File: config.mk
export PLATFORM = sky130hd
export DESIGN_NAME = pipeline_hazard_ctrl
export DESIGN_NICKNAME = d
export VERILOG_FILES = /design/src/rtl/pipeline_hazard_ctrl.sv
export SDC_FILE = /design/constraint.sdc
export NUM_CORES = 1
export LEC_CHECK = 0
export BUFFER_PORTS_ARGS = -buffer_cell sky130_fd_sc_hd__buf_2
export CORE_MARGIN = 5
export CORE_UTILIZATION = 38
export DETAILED_ROUTE_END_ITERATION = 12
export PLACE_DENSITY_LB_ADDON = 0.1
export SETUP_SLACK_MARGIN = 0.2
export SKIP_LAST_GASP = 1
export SLEW_MARGIN = 20
export SYNTH_ARGS = -nofsm -noshare
export SYNTH_HDL_FRONTEND = slang
export SYNTH_SLANG_ARGS = --single-unit
File: constraint.sdc
create_clock -name clk -period 5.7 [get_ports clk]
set_input_delay 0.57 -clock clk [delete_from_list [all_inputs] [get_ports clk]]
set_output_delay 0.57 -clock clk [all_outputs]
set_load 0.01 [all_outputs]
File: src/rtl/pipeline_hazard_ctrl.sv
// pipeline_hazard_ctrl: stage enables, bubbles/flushes, EX forwarding, DMEM wait/timeout and perf counters
module pipeline_hazard_ctrl #(
   parameter int CNT_W       = 16,
   parameter int MEM_TIMEOUT = 255
) (
   input  logic             clk,
   input  logic             rst_n,
   input  logic [4:0]       id_rs1,
   input  logic [4:0]       id_rs2,
   input  logic             id_uses_rs1,
   input  logic             id_uses_rs2,
   input  logic [4:0]       ex_rs1,
   input  logic [4:0]       ex_rs2,
   input  logic [4:0]       ex_rd,
   input  logic             ex_reg_write,
   input  logic             ex_mem_read2,
   input  logic [4:0]       mem_rd,
   input  logic             mem_reg_write,
   input  logic             mem_req,
   input  logic [4:0]       wb_rd,
   input  logic             wb_reg_write,
   input  logic             ex_br_taken,
   input  logic             imem_ready,
   input  logic             dmem_ready,
   output logic             pc_en,
   output logic             if_id_en,
   output logic             id_ex_en,
   output logic             ex_mem_en,
   output logic             mem_wb_en,
   output logic             if_id_flush,
   output logic             id_ex_flush,
   output logic [1:0]       fwd_a,
   output logic [1:0]       fwd_b,
   output logic             mem_err,
   output logic [CNT_W-1:0] stall_cycles,
   output logic [CNT_W-1:0] flush_events
);
   typedef enum logic {RUN, DMEM_WAIT} state_t;
   localparam logic [15:0] TO    = 16'(MEM_TIMEOUT);
   localparam logic [15:0] TO_M1 = 16'(MEM_TIMEOUT - 1);
   state_t      state;
   logic [15:0] wait_cnt;
   logic        dmem_stall, load_use, stall_ev, flush_ev;
   logic [6:0]  ctl;
   function automatic logic [1:0] fwd_sel(input logic [4:0] rs, input logic m_we, input logic [4:0] m_rd,
                                          input logic w_we, input logic [4:0] w_rd);
      return (m_we && m_rd != 5'd0 && m_rd == rs) ? 2'b01 :
             (w_we && w_rd != 5'd0 && w_rd == rs) ? 2'b10 : 2'b00;
   endfunction
   assign dmem_stall = mem_req & ~dmem_ready;
   assign load_use   = ex_mem_read2 & ex_reg_write & (ex_rd != 5'd0) &
                       ((id_uses_rs1 & (id_rs1 == ex_rd)) | (id_uses_rs2 & (id_rs2 == ex_rd)));
   assign stall_ev   = dmem_stall | (~ex_br_taken & (load_use | ~imem_ready));
   assign flush_ev   = ~dmem_stall & ex_br_taken;
   // priority-ordered stage control {pc, if_id, id_ex, ex_mem, mem_wb, if_id_flush, id_ex_flush}
   always_comb begin
      ctl = !rst_n      ? 7'b0000000 :
            dmem_stall  ? 7'b0000000 :
            ex_br_taken ? 7'b1111111 :
            load_use    ? 7'b0011101 :
            !imem_ready ? 7'b0111110 : 7'b1111100;
   end
   assign {pc_en, if_id_en, id_ex_en, ex_mem_en, mem_wb_en, if_id_flush, id_ex_flush} = ctl;
   assign fwd_a = rst_n ? fwd_sel(ex_rs1, mem_reg_write, mem_rd, wb_reg_write, wb_rd) : 2'b00;
   assign fwd_b = rst_n ? fwd_sel(ex_rs2, mem_reg_write, mem_rd, wb_reg_write, wb_rd) : 2'b00;
   // data-memory wait FSM; the wait count stops at the timeout so it never wraps, and the error is sticky
   always_ff @(posedge clk or negedge rst_n) begin
      if (!rst_n) begin
         state    <= RUN;
         wait_cnt <= '0;
         mem_err  <= 1'b0;
      end else if (state == RUN) begin
         wait_cnt <= '0;
         if (dmem_stall) state <= DMEM_WAIT;
      end else begin
         if (wait_cnt != TO) wait_cnt <= wait_cnt + 16'd1;
         if (wait_cnt == TO_M1) mem_err <= 1'b1;
         if (dmem_ready) state <= RUN;
      end
   end
   // saturating performance counters
   always_ff @(posedge clk or negedge rst_n) begin
      if (!rst_n) begin
         stall_cycles <= '0;
         flush_events <= '0;
      end else begin
         if (stall_ev && !(&stall_cycles)) stall_cycles <= stall_cycles + CNT_W'(1);
         if (flush_ev && !(&flush_events)) flush_events <= flush_events + CNT_W'(1);
      end
   end
endmodule

==> summary.txt <==
STA
  – Actual transition at the worst max-transition pin: 0.673 ns
  – Ratio of final minimum period to clock period: 0.455
  – Clock skew: 0.00833 ns
  – Setup TNS after final layout: 0 ns
  – Highest attainable clock frequency: 0.385 GHz
  – # setup viols final: 0
  – Minimum period implied by the final worst setup slack: 2.59 ns
  – Max-slew violation count: 0
  – Final Hold Fails: 0
  – Min setup slack post-route: 3.11 ns
  – Setup repair after global routing missed its margin: false
  – Worst slew slack as a fraction of its limit: 0.551

Global route
  – Wire length of the first global-routing pass: 11300 um
  – Vias in the first global route: 2498
  – Pin count of the biggest net entering global routing: 55
  – Global-route usage over all layers: 0.139
  – Antenna violations before repair: 0
  – Total gr overflow: 0

Route
  – Total via count after detailed routing: 2483
  – Final wirelength: 6500 um
  – Number of routed nets with antenna violations: 0
  – DRC viols: 0
  – Routed wirelength normalized by instance count: 12.8 um
  – Iteration-0 DRC Markers: 60
  – Routed vias/inst: 4.90
  – DRT Pass-1 Iters: 4

Critical path
  – CP arrival: 2.02 ns
  – Slowest CP cell: or4_4
  – CP Depth: 7
  – Required time of the critical path: 5.13 ns
  – Critical Path Fanout Max: 7
  – Cells along the critical path: buf_2 -> or4_4 -> o211ai_2 -> nor2_1 -> a21oi_2 -> and2_1 -> buf_2
  – Critical R2R Capture: stall_cycles[1]
  – CP top delay family: simple AND/OR/NAND/NOR gates
  – Number of cell instances on the worst register-to-register path: 6
  – Number of buffer and inverter stages on the critical path: 2
  – Origin of the worst setup path: ex_rd[1]
  – Flop2flop setup slack: 3.58 ns
  – Type of the worst setup path: primary input to output pin
  – CP endpoint: pc_en
  – Crit path launch type: primary input
  – Element type at the critical path end: output pin
  – Worst reg2reg path startpoint: stall_cycles[0]
  – Largest stage delay on the critical path: 0.54 ns
  – Crit path top cell by count: buf_2

Floorplan
  – Starting Density: 0.384
  – Core region area: 7650 um^2
  – Die area: 9600 um^2
  – Std-Cell Rows: 32
  – Die height: 98.0 um
  – Overall die width: 98.0 um
  – Number of I/O pins: 91

Pwr
  – Combinational group share of total power: 0.246
  – Leakage power figure: 1.76 nW
  – Final Power: 913 uW
  – Switching Power: 293 uW
  – Internal power summed over all cells: 620 uW
  – Sequential cell fraction of total power: 0.503
  – Max rail drop VDD: 0.000162 V
  – Total power density per cell area: 253 nW/um^2
  – Net switching share of the total power: 0.321
  – Clock Power Share: 0.251

Synth
  – Share of async-settable or async-resettable flops after synthesis: 1.00
  – Proportion of synthesized chip area in sequential cells: 0.426
  – Flip-flop and latch count after synthesis: 50
  – Total nets after synthesis: 361
  – Distinct cell type count after synthesis: 43
  – Post-synthesis average cell area: 9.48 um^2
  – Number of enable-type register cells in the synthesized netlist: 0
  – Number of warnings issued by yosys: 0
  – Most area-hungry cell type in the Yosys netlist: dfrtp_1
  – Dominant register cell in the synthesized netlist: dfrtp_1
  – Post-Synthesis Cells: 310
  – Post-synthesis cell area: 2940 um^2
  – Post-synth top area share: 0.426
  – Largest cells by area after synthesis: dfrtp_1, xnor2_1, xor2_1

Job
  – Number of maximum-capacitance violations: 0

Clocking
  – CTS buffer count: 5
  – Clock latency reported for the late side of the worst-skew pair: 0.30 ns
  – Post-CTS Resized: 0
  – Max Root-Sink Buffers: 2
  – Post-CTS setup buffers: 0
  – CTS tree: built
  – H-tree depth reported by CTS: 2
  – Post-CTS clock slew at the launch and capture registers of the worst setup and hold paths: 0.09 ns
  – CTS hold repair buffers: 0
  – Root cell of the clock tree: clkbuf_8
  – # clock sinks: 50

Placed design
  – Final weighted congestion of routability-driven global placement: 0.825
  – Post-Place Cell Area: 3500 um^2
  – Port-buffer cells: 90
  – Detail Placement HPWL: 5050 um
  – Setup Slack @ Placement: 3.10 ns
  – Cell Count Post-Placement: 499

Outcome
  – Run status: completed

Finish
  – Number of diodes added for antenna fixing: 0
  – Final layout net count: 455
  – Number of filler cells placed in the layout: 762
  – Post-layout instance area: 3610 um^2
  – Fin cells: 507
  – Fraction of layout instances using a drive strength above 1: 0.272
  – Layout overhead on the synthesized area: 22.7%

Hold path
  – Path type of the worst min-delay path: primary input to async pin
==> flip-flops by register name, indices dropped and copies added, names as in the netlist <==
name,cells
flush_events,16
mem_err,1
stall_cycles,16
state,1
wait_cnt,16
==> stage by stage <==
| step | hold slack (ns) | utilization |
|---|---|---|
| floorplan | 0.274 | - |
| global placement | 0.463 | 0.458 |
| detailed placement | 0.465 | 0.458 |
| CTS | 0.409 | 0.472 |
| global route | 0.410 | 0.472 |
| finish | 0.421 | 0.472 |
==> per-layer routing <==
layer | GRT usage | wire length [um] | vias up
met5 | 0 | 0 | -
met4 | 0.0351 | 65 | 0
met3 | 0.0443 | 468 | 6
met2 | 0.232 | 3000 | 65
met1 | 0.175 | 2960 | 1145
li1 | - | - | 1267
==> placed cells by master (no fill, tap or decap), drive strengths merged, types with 7 or more instances in the layout <==
cell	synthesis	routed
buf	2	91
inv	11	11
nand2b	7	7
o21ai	9	9
xor2	31	31
nand4	7	7
nor2	21	21
xnor2	32	32
dfrtp	50	50
nand2	29	29
and2	8	8
nor3	14	14
clkbuf	2	7
nand3	20	20
and3	10	10
==> cell families after synthesis <==
group | synth area share
adder cells (fa/ha/maj) | 0.0170
multiplexers | 0.0128
AND/OR/NAND/NOR | 0.247
AO/OA/AOI/OAI | 0.0885
XOR/XNOR | 0.188
flip-flops | 0.426
buffers and inverters | 0.0217
==> cells in the mapped netlist, types with 3 or more instances <==
library cell	instances
dfrtp_1	50
xnor2_1	32
xor2_1	31
nand2_1	29
nand3_1	20
nor2_1	20
nor3_1	14
inv_1	11
and3_1	10
o21ai_0	9
and2_1	8
nand2b_1	7
nand4_1	7
nor4_1	6
a21boi_0	5
or3_1	5
or4_1	5
a21oi_1	4
ha_1	4
a31oi_1	3
==> worst reg2reg max path: cells and delay by family, from the launching register on <==
family,cells,cell delay (ns)
AO/OA/AOI/OAI,2,0.60
flip-flops,1,0.42
AND/OR/NAND/NOR,2,0.39
multiplexers,1,0.33
adder cells (fa/ha/maj),1,0.27
==> power groups by stage <==
stage	Clock [mW]	Sequential [mW]	Combinational (mW)
CTS	0.241	0.460	0.229
global route	0.251	0.470	0.249
floorplan	0	0.477	0.111
finish	0.229	0.459	0.225
detailed placement	0	0.465	0.229
global placement	0	0.467	0.225
==> worst min-delay path by stage <==
stage | start | to
floorplan | rst_n | flush_events[0]
global placement | mem_err | mem_err
detailed placement | mem_err | mem_err
CTS | dmem_ready | state
global route | dmem_ready | state
finish | rst_n | wait_cnt[4]
==> cell type report <==
type	instances	area (um^2)	area share
repair buffers	91	458	0.127
multi-input cells	245	1630	0.450
inverters	11	41.3	0.0114
clock inverters	1	8.76	0.00243
clock buffers	7	96.3	0.0267
well taps	102	128	0.0354
flip-flops and latches	50	1250	0.347
Power figures use the tool's default switching activity.
